### src/rtl/de_write_combiner.sv
// rtl/de_write_combiner.sv - write combiner merging partial word writes ahead of the frame store
module de_write_combiner #(
    parameter int HOLD_TIMEOUT = 4
) (
    input  logic        clk,
    input  logic        rst_n,
    input  logic        de_req,
    output logic        de_ack,
    input  logic [17:0] de_addr,
    input  logic [3:0]  de_nbyte,
    input  logic        de_rnw,
    input  logic [31:0] de_w_data,
    output logic [31:0] de_r_data,
    output logic        mem_req,
    output logic [17:0] mem_addr,
    output logic [3:0]  mem_nbyte,
    output logic        mem_rnw,
    output logic [31:0] mem_w_data,
    input  logic        mem_ack,
    input  logic [31:0] mem_r_data,
    input  logic        flush,
    output logic        busy,
    output logic [15:0] merge_cnt
);

    typedef enum logic [2:0] {
        ST_EMPTY,
        ST_HOLD,
        ST_DRAIN,
        ST_READ,
        ST_RDONE
    } state_t;

    state_t      state;
    logic [17:0] held_addr;
    logic [3:0]  held_nbyte;
    logic [31:0] held_data;
    logic [2:0]  idle_cnt;
    logic        wr_hit;
    logic [31:0] merged_data;

    // Upstream acknowledge: writes into an empty or matching buffer, and read completion
    always_comb begin
        wr_hit = de_req && !de_rnw && (de_addr == held_addr);
        de_ack = 1'b0;
        case (state)
            ST_EMPTY: de_ack = de_req && !de_rnw;
            ST_HOLD:  de_ack = wr_hit;
            ST_RDONE: de_ack = 1'b1;
            default:  de_ack = 1'b0;
        endcase
    end

    // Overlay the enabled byte lanes of the incoming write onto the held word
    always_comb begin
        merged_data = held_data;
        for (int n = 0; n < 4; n++) begin
            if (!de_nbyte[n]) begin
                merged_data[8*n +: 8] = de_w_data[8*n +: 8];
            end
        end
    end

    assign busy = (state != ST_EMPTY);

    // Combiner state machine with registered frame-store request fields
    always_ff @(posedge clk or negedge rst_n) begin
        if (!rst_n) begin
            state      <= ST_EMPTY;
            held_addr  <= '0;
            held_nbyte <= '0;
            held_data  <= '0;
            idle_cnt   <= '0;
            merge_cnt  <= '0;
            mem_req    <= 1'b0;
            mem_rnw    <= 1'b0;
            mem_addr   <= '0;
            mem_nbyte  <= '0;
            mem_w_data <= '0;
            de_r_data  <= '0;
        end else begin
            case (state)
                ST_EMPTY: begin
                    if (de_req && !de_rnw) begin
                        held_addr  <= de_addr;
                        held_nbyte <= de_nbyte;
                        held_data  <= de_w_data;
                        idle_cnt   <= '0;
                        state      <= ST_HOLD;
                    end else if (de_req && de_rnw) begin
                        mem_req   <= 1'b1;
                        mem_rnw   <= 1'b1;
                        mem_addr  <= de_addr;
                        mem_nbyte <= de_nbyte;
                        state     <= ST_READ;
                    end
                end
                ST_HOLD: begin
                    // An accepted write always merges; drain is reconsidered next cycle
                    if (wr_hit) begin
                        held_data  <= merged_data;
                        held_nbyte <= held_nbyte & de_nbyte;
                        idle_cnt   <= '0;
                        if (merge_cnt != 16'hFFFF) begin
                            merge_cnt <= merge_cnt + 16'd1;
                        end
                    end else if ((held_nbyte == 4'b0000) || de_req || flush ||
                                 (idle_cnt == 3'(HOLD_TIMEOUT))) begin
                        mem_req    <= 1'b1;
                        mem_rnw    <= 1'b0;
                        mem_addr   <= held_addr;
                        mem_nbyte  <= held_nbyte;
                        mem_w_data <= held_data;
                        state      <= ST_DRAIN;
                    end else begin
                        idle_cnt <= idle_cnt + 3'd1;
                    end
                end
                ST_DRAIN: begin
                    if (mem_ack) begin
                        mem_req <= 1'b0;
                        state   <= ST_EMPTY;
                    end
                end
                ST_READ: begin
                    if (mem_ack) begin
                        de_r_data <= mem_r_data;
                        mem_req   <= 1'b0;
                        state     <= ST_RDONE;
                    end
                end
                ST_RDONE: begin
                    state <= ST_EMPTY;
                end
                default: begin
                    state <= ST_EMPTY;
                end
            endcase
        end
    end

endmodule

### config.mk
export PLATFORM = sky130hd
export DESIGN_NAME = de_write_combiner
export DESIGN_NICKNAME = d
export VERILOG_FILES = /design/src/rtl/de_write_combiner.sv
export SDC_FILE = /design/constraint.sdc
export NUM_CORES = 1
export LEC_CHECK = 0
export BUFFER_PORTS_ARGS = -buffer_cell sky130_fd_sc_hd__buf_4
export CORE_UTILIZATION = 50
export CTS_CLUSTER_SIZE = 10
export DETAILED_ROUTE_END_ITERATION = 16
export PLACE_DENSITY = 0.79
export SETUP_SLACK_MARGIN = 0.4
export SLEW_MARGIN = 20
export SYNTH_ARGS = -nofsm -noshare
export SYNTH_HDL_FRONTEND = slang
export SYNTH_SLANG_ARGS = --single-unit
### constraint.sdc
create_clock -name clk -period 4.95 [get_ports clk]
set_input_delay 0.495 -clock clk [delete_from_list [all_inputs] [get_ports clk]]
set_output_delay 0.495 -clock clk [all_outputs]
set_load 0.03 [all_outputs]
; ---- Word-level counts from Yosys, hierarchy flattened
; Cells that the tools add are included.
; Widths: inputs -> output; s select.
[totals]
ff_bits = 164
mem_count = 0
ram_bits = 0
wordCells = 108
output_inout_bits = 106
mem_bits_ro = 0
latchBits = 0
[op_classes]
n_addsub = 2
n_lt_le_gt_ge = 0
n_reduce_logical = 26
n_mul = 0
div_mod_pow = 0
eq_ne = 22
mux = 41
bitwise = 2
shift = 0
[op_table]
columns = op, n
row1 = $mux 18, 4
row2 = $mux 32, 2
row3 = $pmux 32 s2, 1
row4 = $pmux 18 s2, 1
row5 = $mux 8, 4
row6 = $mux 3, 9
row7 = $mux 4, 6
row8 = $ne 2x2->1 const B, 12
row9 = $eq 18x18->1, 1
row10 = $add 16x1->16 const B, 1
row11 = $ne 16x16->1 const B, 1
row12 = $pmux 4 s2, 2
row13 = $reduce_and 4->1, 4
row14 = $pmux 3 s4, 1
row15 = $reduce_and 3->1, 4
row16 = $reduce_and 5->1, 2
row17 = $mux 1, 7
row18 = $eq 3x2->1 const B, 2
row19 = $eq 3x3->1 const B, 2
row20 = $ne 3x3->1 const B, 2
row21 = $pmux 1 s3, 2
row22 = $pmux 3 s2, 1
row23 = $reduce_and 6->1, 1
row24 = $reduce_bool 3->1, 2
row25 = other kinds (14), 19

; ---- Logic depth before layout (Yosys ltp)
[logic_depth]
word_depth = 7
depth_mapped = 9

; ---- Least setup slack after synthesis
; OpenSTA, ideal clock, no wires.
[synth_path]
kind = input to output
start = input port de_addr[7]
end = output port de_ack
required_ns = 4.455
arrival_ns = 1.930
slack_ns = 2.525
stages = 6
cell_sequence = xor2_1 > nor4_1 > and3_2 > and2_1 > a21oi_1 > nor2_1
[synth_between]
elab_chain_cells = 3
[synth_lines]
columns = item, line
row1 = "start, declared", 9  ; input logic [17:0] de_addr,
row2 = $eq 18x18->1, 44  ; wr_hit = de_req && !de_rnw && (de_addr == held_addr);
row3 = $logic_and 1x1->1, 44
row4 = $pmux 1 s3, 46  ; case (state)
row5 = "end, declared", 8  ; output logic de_ack,
; No other way between the ends.

; ---- Worst setup path after layout
[layout_path]
start = register state[0]
end = register mem_addr[0]
[layout_between]
elab_chain_cells = 3
[layout_lines]
columns = item, line
row1 = "start, declared", 34  ; state_t state;
row2 = "start signal, assigned", 69  ; state <= ST_EMPTY;
row3 = "start signal, assigned", 89  ; state <= ST_HOLD;
row4 = "start signal, assigned", 95  ; state <= ST_READ;
row5 = $eq 3x1->1 or $logic_not 3->1 (tied branches), 82  ; case (state)
row6 = $ne 2x2->1 (no source line) or $reduce_bool 2->1 (tied branches), --
row7 = $reduce_and 5->1 (no source line), --
row8 = "end signal, assigned", 93  ; mem_addr <= de_addr;
row9 = "end signal, assigned", 111  ; mem_addr <= held_addr;
row10 = "end, declared", 15  ; output logic [17:0] mem_addr,
; Parallel ways exist; a longest one is shown, timed or not.
; A chain may end at the register's enable or synchronous reset.

==> impl_metrics.toml <==
[timing]
finClkSkew_ns = 0.00577
hold_violations = 0
worst_slew_pin_slew_ns = 1.10
rsz0062_at_grt = "no"
max_clock_freq_ghz = 0.327
period_minus_slack_ns = 3.06
finalSetupTns_ns = 0
min_period_over_period_pct = 61.8
timing.slew.headroom_pct = 26.6
final-setup-viol-count = 0
slew_violations = 0
hold_ws_ns = 0.191

[setup_path]
startpoint_type = "register"
end_kind = "register"
slowest_delay_ns = 0.79
r2r_cells = 6
r2r_start = "state[0]"
path_class = "register to register"
worstPathCellList = "or3b_1 -> a21oi_1 -> nor2_1 -> a21oi_4 -> nor2_1 -> a31oi_1"
timing.rr.end = "mem_addr[0]"
crit_top_cell = "nor2_1"
cp_num_buf_inv = 0
arrival_ns = 3.40
required_ns = 5.29
critPathTopFamily = "compound AO/OA/AOI/OAI gates"
r2r_setup_slack_ns = 1.89
crit_path_max_fanout = 44
cp_slowest_cell = "a21oi_4"

[cts]
path_clk_slew_ns = 0.07
cts_root_buffer = "clkbuf_16"
clock_insertion_delay_worst_skew_ns = 0.43
ctsHoldBuffers = 0
cts.sinks = 164
cts_tree = "built"
cts_max_level = 4
cts_buffers = 17
cts_resized = 0
clk_path_buf_depth = 2
postCtsSetupBuffers = 0

[floorplan]
dieArea_um2 = 14300
start_util_pct = 51.9
rows = 42
io_pins = 198
fp.coreArea_um2 = 13300
die_width_um = 120
die_y_um = 120

[power_and_ir_drop]
ir_worst_vdd_mv = 0.398
pwr_density_cell_nw_per_um2 = 672
p_leak_nw = 4.56
total_power_mw = 6.15

[synthesis]
yosysMostFrequentCell = "nand2_1"
synth_area_leaders = "dfrtp_1, nand2_1, mux2_2"
synthCells = 647
async_reset_ff_share_pct = 100
muxShareOfSynthArea_pct = 10.6
synthSimpleGateAreaFrac_pct = 18.3
yosys_warnings = 0
synth_xor_area_share_pct = 4.17
avgSynthCellArea_um2 = 10.7
synth-compound-area-share_pct = 4.97
synth_nets = 742
synth_top_cell_by_area = "dfrtp_1"
synthAdderAreaFrac_pct = 0.542
synth_top_area_share_pct = 59.3
synth_edf_count = 0
ys_ff_latch = 164
ys.flop_type = "dfrtp_1"
synth_top_family_by_area = "simple AND/OR/NAND/NOR gates"
yosysSeqAreaShare_pct = 59.3
synth_cell_type_count = 45
synth_commonest_cells = "nand2_1, dfrtp_1, mux2_2, nor2_1, xor2_1"
syn_area_um2 = 6920

[global_routing]
grt_max_degree = 115
grt_pass1_wl_um = 27100
antenna_found_initial = 0
grt_pass1_vias = 5508
gr-total-overflow = 0
grt_use_total_pct = 24.5

[routing]
num_vias = 5411
drtPass1Iterations = 5
postRouteAntennaNets = 0
finalWirelength_um = 16600
drt_iter0_drc = 374
vias_per_cell = 5.26
post-route-drc-count = 0
wl_per_cell_um = 16.1

[worst_hold_path]
worstHoldPathType = "input port to asynchronous set/reset pin"

[cells_and_area]
areaGrowthSynthToFinish_pct = 32.1
drive_above_1_share_pct = 36.5
final-seq-area_um2 = 4100
multi_input_area_um2 = 2690
antenna_cells = 0
fill_cells = 1024
final_net_count = 935

[placement]
io_buffers = 197
gp_congestion = 0.785
hpwlAfterDp_um = 11800

[outcome]
status = "finished, final reports clean"

[flow_run]
cap_violations = 0
==> sequential cells by signal (all words and copies together), names as in the netlist <==
signal      count
de_r_data      32
held_data      32
mem_w_data     32
held_addr      18
mem_addr       18
merge_cnt      16
held_nbyte      4
mem_nbyte       4
idle_cnt        3
state           3
mem_req         1
mem_rnw         1
==> layout make-up <==
class	count	share of cell area (%)
Multi-Input combinational cell	448	29.4
Clock buffer	19	4.84
Sequential cell	164	44.9
Clock inverter	13	1.61
Tap cell	176	2.41
Timing Repair Buffer	201	16.6
Inverter	8	0.328
==> report_power, final <==
group          switching, mW  internal, mW  leakage, nW
Sequential             0.376          1.93         1.99
Combinational           1.50          1.03         2.29
Clock                  0.554         0.764        0.282
==> placed cells by master, fill, tap and decap left out, drive strengths merged, types with 2 or more instances in the layout <==
| master | instances |
|---|---|
| a211oi | 2 |
| a21oi | 7 |
| a31oi | 23 |
| and2 | 2 |
| and3 | 5 |
| buf | 200 |
| bufinv | 2 |
| clkbuf | 20 |
| clkinv | 4 |
| clkinvlp | 3 |
| dfrtp | 164 |
| ha | 3 |
| inv | 12 |
| mux2 | 65 |
| nand2 | 213 |
| nand3 | 14 |
| nand4 | 3 |
| nor2 | 37 |
| nor2b | 3 |
| nor3 | 8 |
| nor4 | 7 |
| o21ai | 5 |
| o22a | 5 |
| o22ai | 3 |
| xnor2 | 6 |
| xor2 | 27 |
==> routing by layer <==
metal	track usage [%]	up-vias	part of all wire, %
met1	29.1	2615	40
met4	9.92	0	2.2
li1	-	2540	-
met3	7.70	33	8.2
met5	0	-	0
met2	41.1	223	50
==> metrics by stage <==
step | setup WS [ns] | std cells | area [um^2] | utilization, %
global placement | 1.90 | 997 | 8550 | 64.1
finish | 1.89 | 1029 | 9150 | 68.5
CTS | 1.93 | 1029 | 9140 | 68.5
global route | 1.65 | 1029 | 9150 | 68.5
floorplan | 2.52 | 647 | 6920 | -
detailed placement | 1.89 | 997 | 8550 | 64.1
==> cells by family (layout without fill, tap and decap cells) <==
kind of cell             after synthesis  in the layout
adder cells (fa/ha/maj)                3              3
XOR/XNOR                              33             33
AO/OA/AOI/OAI                         49             49
AND/OR/NAND/NOR                      298            298
buffers and inverters                 35            241
flip-flops                           164            164
multiplexers                          65             65
==> worst max path at each step <==
stage                     from             end  slack (ns)  cells past startpoint
finish                state[0]     mem_addr[0]        1.89                      6
global route          state[0]    mem_addr[15]        1.65                      5
CTS                   state[0]     mem_addr[0]        1.93                      6
detailed placement  de_addr[5]  mem_w_data[25]        1.89                      6
global placement    de_addr[5]   mem_w_data[6]        1.90                      6
floorplan           de_addr[7]          de_ack        2.52                      6
Note: power is estimated with default switching activity, not from simulation.
